**config.mk**
```make
export PLATFORM = sky130hd
export DESIGN_NAME = m65_bus_wait_gen
export DESIGN_NICKNAME = d
export VERILOG_FILES = /design/src/rtl/m65_bus_wait_gen.sv
export SDC_FILE = /design/constraint.sdc
export NUM_CORES = 1
export LEC_CHECK = 0
export BUFFER_PORTS_ARGS = -buffer_cell sky130_fd_sc_hd__buf_2
export CAP_MARGIN = 10
export CORE_MARGIN = 2
export CORE_UTILIZATION = 52
export CTS_BUF_LIST = sky130_fd_sc_hd__clkbuf_16
export DETAILED_ROUTE_END_ITERATION = 12
export PLACE_DENSITY = 0.78
export SYNTH_ARGS = -nofsm -noshare
export SYNTH_HDL_FRONTEND = slang
export SYNTH_SLANG_ARGS = --single-unit
```
**constraint.sdc**
```tcl
create_clock -name clk -period 1.99 [get_ports clk]
set_clock_uncertainty 0.15 [all_clocks]
set_input_delay 0.199 -clock clk [delete_from_list [all_inputs] [get_ports clk]]
set_output_delay 0.199 -clock clk [all_outputs]
set_load 0.05 [all_outputs]
```
**src/rtl/m65_bus_wait_gen.sv**
```systemverilog
// m65_bus_wait_gen: responder side of the CPU ready handshake.
// Decodes each CPU bus request into RAM/ROM/I/O/CIA and raises bus_ready after
// a region-dependent number of wait states. Legacy CIA space first waits for
// a phi0 rising edge so that C64 I/O timing is reproduced.
// Optional feature macro: M65_WAIT_STATS_EN adds the stall_count output, a
// saturating count of cycles spent in WAIT, SYNC_PHI or HOLD.
module m65_bus_wait_gen #(
    parameter int unsigned IO_WAIT     = 2,
    parameter int unsigned ROM_WAIT    = 1,
    parameter int unsigned SLOW_HOLD   = 3,
    parameter int unsigned PHI_TIMEOUT = 80
) (
    input  logic        clk,
    input  logic        reset,
    input  logic        cpu_valid,
    input  logic [19:0] cpu_addr,
    input  logic        cpu_write,
    input  logic        cpu_ready_in,
    input  logic        phi0,
    input  logic        hypervisor_mode,
    output logic        bus_ready,
    output logic [1:0]  dev_sel,
    output logic        dev_strobe,
`ifdef M65_WAIT_STATS_EN
    output logic        phi_timeout,
    output logic [15:0] stall_count
`else
    output logic        phi_timeout
`endif
);

    localparam logic [3:0] IO_WAIT_C     = 4'(IO_WAIT);
    localparam logic [3:0] ROM_WAIT_C    = 4'(ROM_WAIT);
    localparam logic [3:0] SLOW_HOLD_C   = 4'(SLOW_HOLD);
    localparam logic [7:0] PHI_TIMEOUT_C = 8'(PHI_TIMEOUT);

    localparam logic [1:0] SEL_RAM = 2'd0;
    localparam logic [1:0] SEL_ROM = 2'd1;
    localparam logic [1:0] SEL_IO  = 2'd2;
    localparam logic [1:0] SEL_CIA = 2'd3;

    typedef enum logic [2:0] {
        S_IDLE,
        S_WAIT,
        S_SYNC_PHI,
        S_HOLD,
        S_READY
    } state_t;

    state_t      state_q, state_d;
    logic [3:0]  count_q, count_d;
    logic [7:0]  timer_q, timer_d;
    logic [1:0]  dev_sel_q, dev_sel_d;
    logic        bus_ready_q, bus_ready_d;
    logic        strobe_q, strobe_d;
    logic        timeout_q, timeout_d;
    logic        cool_q, cool_d;
    logic        last_phi0_q;

    logic        phi_rise;
    logic [11:0] page;
    logic        is_rom;
    logic        is_io;
    logic        is_cia;
    logic        unused_inputs;

    // Address bits [7:0] never affect the region and the transfer direction
    // does not change the wait-state count.
    assign unused_inputs = ^{cpu_write, cpu_addr[7:0]};

    assign page     = cpu_addr[19:8];
    assign is_rom   = (cpu_addr[19:17] == 3'b001);
    assign is_cia   = (page == 12'h0DC) || (page == 12'h0DD);
    assign is_io    = ((page >= 12'h0D0) && (page <= 12'h0DB)) ||
                      (page == 12'h0DE) || (page == 12'h0DF);
    assign phi_rise = phi0 & ~last_phi0_q;

    // phi0 history is captured every cycle, reset included, so the edge
    // detector never sees a stale level after reset is released.
    always_ff @(posedge clk) begin
        last_phi0_q <= phi0;
    end

    // Next-state logic: decode on accept, count wait states, sync CIA to phi0.
    always_comb begin
        state_d   = state_q;
        count_d   = count_q;
        timer_d   = timer_q;
        dev_sel_d = dev_sel_q;
        timeout_d = timeout_q;

        case (state_q)
            S_IDLE: begin
                if (cpu_valid && !cool_q) begin
                    timer_d = 8'd0;
                    if (is_cia && !hypervisor_mode) begin
                        dev_sel_d = SEL_CIA;
                        count_d   = 4'd0;
                        state_d   = S_SYNC_PHI;
                    end else begin
                        if (is_cia || is_io) begin
                            dev_sel_d = SEL_IO;
                            count_d   = IO_WAIT_C;
                        end else if (is_rom) begin
                            dev_sel_d = SEL_ROM;
                            count_d   = ROM_WAIT_C;
                        end else begin
                            dev_sel_d = SEL_RAM;
                            count_d   = 4'd0;
                        end
                        state_d = (count_d == 4'd0) ? S_READY : S_WAIT;
                    end
                end
            end

            S_WAIT, S_HOLD: begin
                if (!cpu_valid) begin
                    state_d = S_IDLE;
                end else if (count_q <= 4'd1) begin
                    count_d = 4'd0;
                    state_d = S_READY;
                end else begin
                    count_d = count_q - 4'd1;
                end
            end

            S_SYNC_PHI: begin
                timer_d = timer_q + 8'd1;
                if (!cpu_valid) begin
                    state_d = S_IDLE;
                end else if (phi_rise || (timer_d == PHI_TIMEOUT_C)) begin
                    if (!phi_rise) begin
                        timeout_d = 1'b1;
                    end
                    count_d = SLOW_HOLD_C;
                    state_d = (SLOW_HOLD_C == 4'd0) ? S_READY : S_HOLD;
                end
            end

            S_READY: begin
                if (!cpu_valid || cpu_ready_in) begin
                    state_d = S_IDLE;
                end
            end

            default: begin
                state_d = S_IDLE;
            end
        endcase
    end

    // Output decode from the next state so that all outputs are registered;
    // a return to IDLE blocks acceptance for one cycle to keep the minimum
    // request period at three cycles.
    always_comb begin
        bus_ready_d = (state_d == S_READY);
        strobe_d    = (state_d == S_READY) && (state_q != S_READY);
        cool_d      = (state_q != S_IDLE) && (state_d == S_IDLE);
    end

    // State and output registers with synchronous reset.
    always_ff @(posedge clk) begin
        if (reset) begin
            state_q     <= S_IDLE;
            count_q     <= 4'd0;
            timer_q     <= 8'd0;
            dev_sel_q   <= SEL_RAM;
            bus_ready_q <= 1'b0;
            strobe_q    <= 1'b0;
            timeout_q   <= 1'b0;
            cool_q      <= 1'b0;
        end else begin
            state_q     <= state_d;
            count_q     <= count_d;
            timer_q     <= timer_d;
            dev_sel_q   <= dev_sel_d;
            bus_ready_q <= bus_ready_d;
            strobe_q    <= strobe_d;
            timeout_q   <= timeout_d;
            cool_q      <= cool_d;
        end
    end

    assign bus_ready   = bus_ready_q;
    assign dev_sel     = dev_sel_q;
    assign dev_strobe  = strobe_q;
    assign phi_timeout = timeout_q;

`ifdef M65_WAIT_STATS_EN
    logic [15:0] stall_q, stall_d;

    // Saturating count of every cycle the CPU is held off by a wait state.
    always_comb begin
        stall_d = stall_q;
        if (((state_q == S_WAIT) || (state_q == S_SYNC_PHI) || (state_q == S_HOLD)) &&
            (stall_q != 16'hFFFF)) begin
            stall_d = stall_q + 16'd1;
        end
    end

    // Stall counter register, cleared only by reset.
    always_ff @(posedge clk) begin
        if (reset) begin
            stall_q <= 16'd0;
        end else begin
            stall_q <= stall_d;
        end
    end

    assign stall_count = stall_q;
`endif

endmodule

```
* Word level (Yosys, flattened, before mapping)
Index checks and enable logic that the tools add are counted.
W data, S select, Z words.
** Storage, ports and cells
- Bits in registers :: 22
- Bits in latches :: 0
- RAM bits :: 0
- Memory bits (read-only) :: 0
- Input port bits :: 27
- Output and inout bits :: 5
- Logic and storage cells :: 84
- Memories :: 0
** Operators by class
- Add/subtract/negate cells :: 2
- Multiply operators :: 0
- Divide/modulo/power cells :: 0
- Order comparisons :: 3
- Eq/ne operators :: 16
- Shift-type cells :: 0
- Muxes and demuxes :: 26
- Bitwise gates (word level) :: 3
- Reductions and logical operators :: 25
** Operators with widths (number)
- $eq A12 B8 Y1 const B :: 4
- $mux W4 :: 9
- $mux W3 :: 8
- $pmux W8 S2 :: 1
- $ge A12 B8 Y1 const B :: 1
- $le A12 B8 Y1 const B :: 1
- $pmux W3 S4 :: 1
- $pmux W4 S3 :: 1
- $add A8 B1 Y8 const B :: 1
- $eq A8 B7 Y1 const B :: 1
- $mux W8 :: 1
- $ne A2 B2 Y1 const B :: 4
- $eq A3 B1 Y1 const B :: 2
- $eq A3 B2 Y1 const B :: 2
- $eq A3 B3 Y1 const B :: 2
- $logic_not A3 Y1 :: 2
- $logic_or A1 B1 Y1 :: 6
- $mux W2 :: 3
- $reduce_bool A3 Y1 :: 2
- $logic_and A1 B1 Y1 :: 5
- $reduce_and A5 Y1 :: 1
- $le A4 B1 Y1 const B :: 1
- $logic_not A4 Y1 :: 1
- $reduce_and A2 Y1 :: 2
- other kinds (9) :: 13

* Longest topological paths before layout
- Word-level depth :: 16
- Mapped depth :: 7
- Gate-level depth less buffers :: 7

* Worst setup path after synthesis
Ideal clock, no wire load.
- Path type :: register -> register
- From :: register count_q[0]
- To :: register cool_q
- Setup time :: 61 ps
- Data arrival time :: 1529 ps
- Data required time :: 1779 ps
- Slack :: 249 ps
- Cell stages (with the launch flop) :: 8
- Path buffers :: 0
- Clock period less this slack :: 1741 ps
- Cells stage by stage :: dfxtp_1 > inv_1 > ha_1 > nor2_1 > nor3_1 > a32o_1 > a22oi_1 > and4_1
** Between the ends
- Longest elaborated chain between the ends :: 6
** Ends and longest elaborated chain
- start: declaration :: RTL line 51 : logic [3:0] count_q, count_d;
- start signal: assignment :: RTL line 174 : count_q <= count_d;
- $le A4 B1 Y1 :: RTL line 119 : end else if (count_q <= 4'd1) begin
- $mux W3 :: RTL line 119
- $mux W3 :: RTL line 117 : if (!cpu_valid) begin
- $pmux W3 S4 :: RTL line 92 : case (state_q)
- $logic_not A3 Y1 :: RTL line 158 : cool_d = (state_q != S_IDLE) && (state_d == S_IDLE);
- $logic_and A1 B1 Y1 :: RTL line 158
- end signal: assignment :: RTL line 180 : cool_q <= cool_d;
- end: declaration :: RTL line 57 : logic cool_q, cool_d;
No other way between the ends.
A chain may end at the register's enable or synchronous reset.

* Worst setup path in the final report
Ends and elaborated chain as after synthesis.

==> flow_summary_export.csv <==
group,metric,value,unit
outcome,status,"complete, no violations",
timing,slew-limit-headroom,66.6,%
pwr,combPwrFrac,14.0,%
timing,setup_viol,0,
floorplan,die_area,2930,um2
routing,wirelength,2970,um
routing,m1WireLength,1340,um
worst_setup_path,r2r_cells,7,
job,cap_violations,0,
floorplan,rows,18,
pwr,intPower,777,uW
routing,drc_errors,0,
finish,diodes,0,
yosys,syn-cell-area,1310,um2
worst_setup_path,startpoint_type,"flip-flop",
routing,met3_length,154,um
yosys,synth.yosys.seq_area_share,33.7,%
routing,met2_length,1410,um
routing,ant_nets,0,
yosys,synth_common_cells,"nor2_1, dfxtp_1, a21oi_1, inv_1, o21ai_0",
min_path,min_path_type,"in -> reg",
cts,tritoncts,"done",
pwr,power_frac_clock,41.0,%
routing,num_vias,1253,
worst_setup_path,worstPathRequired,2040,ps
yosys,synth.most_common_cell,"nor2_1",
global_routing,globalRouteTotalUtil,21.5,%
yosys,synthArstFlopShare,0,%
routing,dr.pass1.iters,4,
worst_setup_path,rr_startpoint,"count_q[0]",
floorplan,core_area,2430,um2
cts,clock-root-buffer,"clkbuf_16",
yosys,synthesis.nets,186,
cts,clock_latency,250,ps
floorplan,pin_count,32,
worst_setup_path,r2r_slack,100,ps
timing,tightest_slew,494,ps
routing,via_per_inst,6.02,
cts,cts-htree-levels,1,
worst_setup_path,critPathMaxFanout,4,
placement,io_buffers,21,
min_path,worst_hold_startpoint,"cpu_addr[17]",
yosys,synth_top_area_share,33.7,%
global_routing,grt_antenna_before_repair,0,
global_routing,grt_pass1_vias,1093,
global_routing,overflow,0,
pwr,power_frac_seq,45.0,%
placement,place_inst,203,
floorplan,die_w,54.2,um
worst_setup_path,end_kind,"flip-flop",
placement,dp_slack,7.77,ps
worst_setup_path,path_class,"reg -> reg",
finish,drive_above_1_share,22.5,%
placement,gp_congestion,0.874,
global_routing,grt_max_degree,22,
placement,post-dp-hpwl,2080,um
pwr,power.density,682,nW/um2
timing,hold_violations,0,
yosys,syn_inst,156,
worst_setup_path,cpMaxStageDelayCell,"dfxtp_1",
cts,numCtsBuffers,3,
worst_setup_path,cpPeakStageDelay,360,ps
timing,clock.fmax,529,MHz
yosys,synth-edff-count,0,
worst_setup_path,path_cells,"inv_1, ha_1, nor2_2, nor3_1, a32o_1, a22oi_2, and4_1",
finish,areaGrowthSynthToFinish,16.1,%
worst_setup_path,cp.arrival,1940,ps
timing,setup_slack,99.8,ps
yosys,ys_ff_latch,22,
yosys,yosysUniqueCellTypes,52,
finish,fin_cells,208,
yosys,syn-mean-instance-area,8.39,um2
global_routing,grt_pass1_wl,4590,um
timing,fin_crit,1890,ps
min_path,hold_path_end,"dev_sel[0]",
cts,clkTransAtPathRegs,60,ps
pwr,vdd_drop_max,0.000602,V
floorplan,dieHeight,54.2,um
routing,top_layer,"met4",
yosys,yosysWarningCount,0,
min_path,hold_path_depth,3,
cts,cts_buffer_depth,2,
cts,cts_setup_buffers,0,
worst_setup_path,r2r-end,"cool_q",
pwr,switchingPower,259,uW
timing,fin_tns_setup,0,ps
routing,drt-initial-drc-count,32,
pwr,p_leak,0.624,nW
timing,min_period_over_period,95.0,%
yosys,synth.area.top_cells,"dfxtp_1, nor2_1, a21oi_1, a211oi_1, ha_1",
finish,fin_nets,209,
floorplan,start_util,53.8,%
yosys,ys_dominant_reg_cell,"dfxtp_1",
routing,wl_per_cell,14.3,um
cts,cts.sinks,22,
yosys,synth_area_leader_cell,"dfxtp_1",
timing,maxSlewViolCount,0,
pwr,switching_share,25.0,%
timing,rsz0062_at_grt,"false",
## layer usage
metal,track usage (%),vias to the layer above
met4,10.4,0
met2,32.3,47
met1,28.8,567
met5,0,-
met3,5.00,11
li1,-,628
## timing repair
item	in CTS	in global routing
endpoints found under the hold margin	1	0
cloned	0	0
resized for setup	1	2
hold buffers	1	0
endpoints found under the setup margin	1	2
## flip-flops by register name, indices dropped and copies added, names as in the netlist
signal / cells
dev_sel: 2
state_q: 3
last_phi0_q: 1
bus_ready: 1
count_q: 4
dev_strobe: 1
cool_q: 1
timer_q: 8
phi_timeout: 1
## stage by stage
| step | utilization [%] | power, mW | hold WS [ps] | cell area [um2] |
|---|---|---|---|---|
| 3_3_place_gp | 58.4 | 0.608 | 195 | 1420 |
| 4_1_cts | 62.3 | 1.04 | 104 | 1520 |
| 6_report | 62.4 | 1.04 | 107 | 1520 |
| 5_1_grt | 62.4 | 1.08 | 122 | 1520 |
| 2_1_floorplan | - | 0.573 | 76.7 | 1310 |
| 3_5_place_dp | 58.4 | 0.612 | 194 | 1420 |
## critical path: cells and delay by family, from the launching register on
kind | cells | cell delay (ps)
buf+inv | 1 | 90
simple gates | 3 | 500
flops | 1 | 360
fa+ha+maj | 1 | 240
compound gates | 2 | 490
## area by class of cell
class / count / area, um2
multi-input combinational: 118 / 786
clock buffer: 3 / 75.1
tap: 30 / 37.5
timing repair buffer: 26 / 145
fill: 217 / 913
sequential: 22 / 442
inverter: 8 / 30.0
clock inverter: 1 / 3.75
## cells by family after synthesis
kind of cell / after synthesis / share of synthesized area, %
multiplexers: 2 / 1.63
adder cells (fa/ha/maj): 3 / 2.87
buffers and inverters: 16 / 6.88
AND/OR/NAND/NOR: 65 / 28.3
AO/OA/AOI/OAI: 48 / 26.7
flip-flops: 22 / 33.7
## worst max path at each step
stage	startpoint	endpoint	slack (ps)	cells after the start
2_1_floorplan	count_q[0]	cool_q	250	7
3_3_place_gp	count_q[0]	cool_q	120	7
3_5_place_dp	count_q[0]	cool_q	8	7
4_1_cts	count_q[0]	cool_q	50	7
5_1_grt	count_q[0]	dev_strobe	20	7
6_report	count_q[0]	cool_q	100	7
## power by group through the flow
stage / clock network, mW / registers [mW] / logic [mW]
after floorplan: 0 / 0.489 / 0.0848
after global placement: 0 / 0.474 / 0.134
after detailed placement: 0 / 0.475 / 0.136
after CTS: 0.432 / 0.466 / 0.142
after global routing: 0.460 / 0.467 / 0.157
final: 0.425 / 0.466 / 0.145
## placed cells by master, fill, tap and decap left out, types with 2 or more instances in the layout
master,Yosys,final
nor2_1,26,25
buf_2,2,21
and2_1,3,3
nand2_1,3,3
nand3_1,4,4
nor3_1,5,5
inv_1,8,8
a21oi_1,11,11
buf_4,1,4
dfxtp_1,22,21
o21ai_1,2,2
o21ai_0,6,6
a21oi_2,2,2
nand4_1,3,3
or3_1,3,3
ha_1,3,3
a31oi_1,3,3
o31a_1,2,2
clkbuf_16,0,3
or3b_1,2,2
o2111ai_1,2,2
nor4bb_1,2,2
and3_1,5,5
a211oi_1,5,5
(Power assumes the default switching activity.)
